File: config.mk
export PLATFORM = sky130hd
export DESIGN_NAME = alu_result_queue_flat
export DESIGN_NICKNAME = d
export VERILOG_FILES = /design/src/rtl/alu_result_queue_if.sv /design/src/rtl/alu_result_queue.sv /design/src/flat_wrapper.sv
export SDC_FILE = /design/constraint.sdc
export NUM_CORES = 1
export LEC_CHECK = 0
export ABC_CLOCK_PERIOD_IN_PS = 7100
export BUFFER_PORTS_ARGS = -buffer_cell sky130_fd_sc_hd__buf_2
export CORE_UTILIZATION = 39
export CTS_CLUSTER_DIAMETER = 60
export DETAILED_ROUTE_END_ITERATION = 8
export PLACE_DENSITY_LB_ADDON = 0.12
export SLEW_MARGIN = 40
export SYNTH_ARGS = -nofsm -noshare
export SYNTH_HDL_FRONTEND = slang
export SYNTH_SLANG_ARGS = --single-unit
File: constraint.sdc
create_clock -name clk -period 7.1 [get_ports clk]
set_clock_uncertainty 0.2 [all_clocks]
set_input_delay 1.42 -clock clk [delete_from_list [all_inputs] [get_ports clk]]
set_output_delay 1.42 -clock clk [all_outputs]
set_load 0.03 [all_outputs]
File: src/rtl/alu_result_queue_if.sv
// alu_result_queue_if: producer/consumer handshake bundle for the ALU result queue
interface alu_result_queue_if #(parameter int DATA_W = 32);
  logic              in_valid;
  logic [DATA_W-1:0] in_y;
  logic [2:0]        in_op;
  logic [3:0]        in_flags;
  logic              in_ready;
  logic              out_valid;
  logic              out_ready;
  logic [DATA_W-1:0] out_y;
  logic [2:0]        out_op;
  logic [3:0]        out_flags;
  modport master (
    output in_valid, in_y, in_op, in_flags, out_ready,
    input  in_ready, out_valid, out_y, out_op, out_flags
  );
  modport slave (
    input  in_valid, in_y, in_op, in_flags, out_ready,
    output in_ready, out_valid, out_y, out_op, out_flags
  );
endinterface

File: src/rtl/alu_result_queue.sv
// alu_result_queue: FIFO of ALU results with sticky flag status and saturating drop counter
module alu_result_queue #(
  parameter int DEPTH  = 4,
  parameter int DATA_W = 32
) (
  input  logic                     clk,
  input  logic                     rst_n,
  alu_result_queue_if.slave        bus,
  output logic [$clog2(DEPTH):0]   count,
  output logic [3:0]               sticky_flags,
  input  logic                     sticky_clr,
  output logic [7:0]               drop_cnt
);
  localparam int AW = $clog2(DEPTH);
  localparam logic [AW:0] FULL_CNT = (AW+1)'(DEPTH);
  typedef enum logic [1:0] {EMPTY, PARTIAL, FULL} fill_t;
  logic [DATA_W-1:0] mem_y     [DEPTH];
  logic [2:0]        mem_op    [DEPTH];
  logic [3:0]        mem_flags [DEPTH];
  logic [AW-1:0]     wr_ptr, rd_ptr;
  fill_t             fill;
  logic              push, pop, drop;
  // Fill state, handshakes and head outputs decoded from registered count only
  always_comb begin
    fill          = count == '0 ? EMPTY : count == FULL_CNT ? FULL : PARTIAL;
    bus.in_ready  = fill != FULL;
    bus.out_valid = fill != EMPTY;
    push          = bus.in_valid && bus.in_ready;
    pop           = bus.out_valid && bus.out_ready;
    drop          = bus.in_valid && !bus.in_ready;
    bus.out_y     = bus.out_valid ? mem_y[rd_ptr] : '0;
    bus.out_op    = bus.out_valid ? mem_op[rd_ptr] : '0;
    bus.out_flags = bus.out_valid ? mem_flags[rd_ptr] : '0;
  end
  // Entry storage; contents survive reset, only the pointers are cleared
  always_ff @(posedge clk) begin
    if (rst_n && push) begin
      mem_y[wr_ptr]     <= bus.in_y;
      mem_op[wr_ptr]    <= bus.in_op;
      mem_flags[wr_ptr] <= bus.in_flags;
    end
  end
  // Pointers, occupancy, sticky flags and drop counter
  always_ff @(posedge clk) begin
    if (!rst_n) begin
      wr_ptr       <= '0;
      rd_ptr       <= '0;
      count        <= '0;
      sticky_flags <= '0;
      drop_cnt     <= '0;
    end else begin
      wr_ptr       <= push ? wr_ptr + 1'b1 : wr_ptr;
      rd_ptr       <= pop ? rd_ptr + 1'b1 : rd_ptr;
      count        <= (push && !pop) ? count + 1'b1 : (pop && !push) ? count - 1'b1 : count;
      sticky_flags <= sticky_clr ? (push ? bus.in_flags : 4'd0) : (push ? sticky_flags | bus.in_flags : sticky_flags);
      drop_cnt     <= sticky_clr ? {7'd0, drop} : (drop && drop_cnt != 8'hFF) ? drop_cnt + 1'b1 : drop_cnt;
    end
  end
endmodule
File: src/flat_wrapper.sv
// flat-port wrapper written by rule: the top's interface ports become plain ports
module alu_result_queue_flat 
#(
  parameter int DEPTH  = 4,
  parameter int DATA_W = 32
)
  (clk, rst_n, count, sticky_flags, sticky_clr, drop_cnt, bus_in_valid, bus_in_y, bus_in_op, bus_in_flags, bus_out_ready, bus_in_ready, bus_out_valid, bus_out_y, bus_out_op, bus_out_flags);
  alu_result_queue_if #(.DATA_W(DATA_W)) bus_i ();
  input  logic clk;
  input  logic rst_n;
  output logic [$clog2(DEPTH):0] count;
  output logic [3:0] sticky_flags;
  input  logic sticky_clr;
  output logic [7:0] drop_cnt;
  input wire logic [$bits(bus_i.in_valid)-1:0] bus_in_valid;
  input wire logic [$bits(bus_i.in_y)-1:0] bus_in_y;
  input wire logic [$bits(bus_i.in_op)-1:0] bus_in_op;
  input wire logic [$bits(bus_i.in_flags)-1:0] bus_in_flags;
  input wire logic [$bits(bus_i.out_ready)-1:0] bus_out_ready;
  output wire logic [$bits(bus_i.in_ready)-1:0] bus_in_ready;
  output wire logic [$bits(bus_i.out_valid)-1:0] bus_out_valid;
  output wire logic [$bits(bus_i.out_y)-1:0] bus_out_y;
  output wire logic [$bits(bus_i.out_op)-1:0] bus_out_op;
  output wire logic [$bits(bus_i.out_flags)-1:0] bus_out_flags;
  assign bus_i.in_valid = bus_in_valid;
  assign bus_i.in_y = bus_in_y;
  assign bus_i.in_op = bus_in_op;
  assign bus_i.in_flags = bus_in_flags;
  assign bus_i.out_ready = bus_out_ready;
  assign bus_in_ready = bus_i.in_ready;
  assign bus_out_valid = bus_i.out_valid;
  assign bus_out_y = bus_i.out_y;
  assign bus_out_op = bus_i.out_op;
  assign bus_out_flags = bus_i.out_flags;
  alu_result_queue #(.DEPTH(DEPTH), .DATA_W(DATA_W)) u_core (.clk(clk), .rst_n(rst_n), .bus(bus_i), .count(count), .sticky_flags(sticky_flags), .sticky_clr(sticky_clr), .drop_cnt(drop_cnt));
endmodule
==> metrics.txt <==
Area Growth Syn to Fin 20.0%; Worst Setup Start Kind register; cell area after layout 8320 um^2; combinational group share of total power 27.8%; max-slew violations 0; Placed Area 7690 um^2; Crit path arrival time 2.21 ns; Starting Density approximately 40%; sw frac a little under a third; count leader, synth edfxtp_1; Worst-path clk slew around 0.06 ns; Worst Reg-to-Reg Cells 4; I/O pins 100; Slew @ Worst Pin 0.637 ns; vias post-DR 3575; EDFF count, synth 156; Async S/R FF share, synth 0%; vias in the first global route 3806; final setup violation count 0; maximum root-to-sink buffer count 2; sequential fraction of the synthesis area 73.6%; FF+latch count, synth 177; fin nets approximately 520; post-CTS sizing 0; Final HPWL DP 7830 um; initial DRC count 166; initial antenna violation count 1; Clock Sinks 177; Syn Nets 412; remaining global-route overflow 0; TritonCTS Buffers 17; final worst-path cycle share 53.9%; layout cells sized above 1 37.9%; post-synth top area share approximately two thirds; sequential power share 41.5%; NetSw between 900 and 1000 uW; core region area 17400 um^2; First-pass DRT Iterations 5; Clk pwr share 30.7%; Final Hold Vio Count 0; Top FF cell, synth edfxtp_1; Hold EP u_core.sticky_flags[3]; Internal Power 2120 uW; WP data required between 5 and 6 ns; pin count of the biggest net entering global routing 41; Critical Path Sink Type output pin; RSZ-0062 raised after global routing false; Worst Hold Launch u_core.sticky_flags[3]; Remaining DRCs 0; Avg WL per Cell 18.5 um; Syn Area/Cell 19.2 um^2; f_max 261 MHz; Std-Cell Rows 48; Post-Synthesis Cells 361; status completed; RR Startpoint u_core.count[0]; top post-synthesis cells by count edfxtp_1, nor2b_1, mux4_2; Max-Cap Viols 0; relative slew slack between 50 and 60%; Die H 135 um; critical path class register to output pin; Via density ~5.1; worst r2r dst u_core.mem_y[0][23]; CTS tree done; Sum Neg Setup Slack 0 ns; synth unique cells 43; worst skew pair latency 0.41 ns; Synth area leader edfxtp_1; Worst Hold Path Cells 1; IO buf count 99; hold_ws 0.281 ns; leak pwr 0.00290 uW; peak supply drop approximately 0.24 mV; Hold-fix buffers, CTS 0; Setup Fix Bufs, Post-CTS 0; Hold WC Path Type register to register; CTS root buf clkbuf_16; Routed WL 13000 um; fin crit period 3.83 ns; internal reg-to-reg setup slack 4.71 ns; YS warnings 0; crit path max fanout 21; die area 18300 um^2; top cells by area, synth edfxtp_1, mux4_2, dfxtp_1; first-pass GRT wire length 20600 um; Power, Total 3080 uW; placer congestion estimate just under 0.8; Tot GR Track Use around 16%; Mapped Area 6930 um^2; DIE WIDTH 135 um; pwr dens about 370 nW/um^2; H-tree levels 4; DRT antenna net count 0
==> cell type report <==
cell class / count / area, um^2
clock inverters: 5 / 30.0
multi-input cells: 158 / 1720
inverters: 10 / 37.5
flip-flops and latches: 177 / 5110
well taps: 225 / 282
diodes: 1 / 2.50
fillers: 1472 / 9030
clock buffers: 27 / 602
repair buffers: 103 / 538
==> power groups by stage <==
stage	logic, uW	registers (uW)	clock network, uW
floorplan	661	1260	0
global placement	821	1340	0
detailed placement	876	1310	0
CTS	877	1280	969
global route	926	1290	1010
finish	855	1280	945
==> per-layer routing <==
metal	global-route usage, %	vias up	part of all wire [%]
li1	-	1658	-
met1	19.3	1823	43
met2	25.7	86	50
met3	5.16	8	5.8
met4	4.87	0	0.87
met5	0	-	0
==> critical path, cell delays in order, from the launching register on <==
cell	delay [ns]
dfxtp_4	0.62
buf_12	0.27
mux4_2	0.51
nor2b_1	0.17
buf_2	0.21
==> how the worst max path moves through the flow <==
stage	startpoint	end
floorplan	rst_n	u_core.mem_flags[0][0]
global placement	rst_n	u_core.mem_y[1][25]
detailed placement	rst_n	u_core.mem_y[0][17]
CTS	register	bus_out_y[11]
global route	register	bus_out_op[2]
finish	register	bus_out_op[2]
==> cell usage in the layout (no fill, tap or decap), drive strengths merged, types with 2 or more instances in the layout <==
master and instances:
mux4 39, a22o 4, nor2 6, xor2 4, nor2b 40, nor3 6
buf 103, clkbuf 27, clkinv 5, dfxtp 21, nand3 6, mux2i 2
o2111ai 2, nand2b 2, and3 4, and2 4, inv 10, ha 6
a21oi 5, nand2 4, o21ai 4, nand4b 2, o31ai 2, nor4 2
edfxtp 156
==> per-stage QoR <==
step / cells / worst slack (ns) / util [%]
final: 706 / 3.27 / 47.9
after CTS: 705 / 3.17 / 47.9
after floorplan: 361 / 3.54 / -
after global placement: 672 / 3.28 / 44.1
after global routing: 705 / 3.09 / 47.9
after detailed placement: 673 / 3.47 / 44.3
==> registers in the layout, indices dropped and copies added, names as in the netlist, named ones only <==
name	flops
u_core.count	3
u_core.drop_cnt	8
u_core.mem_flags	16
u_core.mem_op	12
u_core.mem_y	128
u_core.rd_ptr	2
u_core.sticky_flags	4
u_core.wr_ptr	2
==> cells by family after synthesis <==
family | share of synthesized area (%)
xor gates and xnor gates | 0.505
DFF | 73.6
buffers and inverters | 1.79
adders and majority gates | 1.37
muxes | 13.0
AOI/OAI and AO/OA | 2.60
and+or+nand+nor | 7.15
Note: power is estimated with default switching activity, not from simulation.
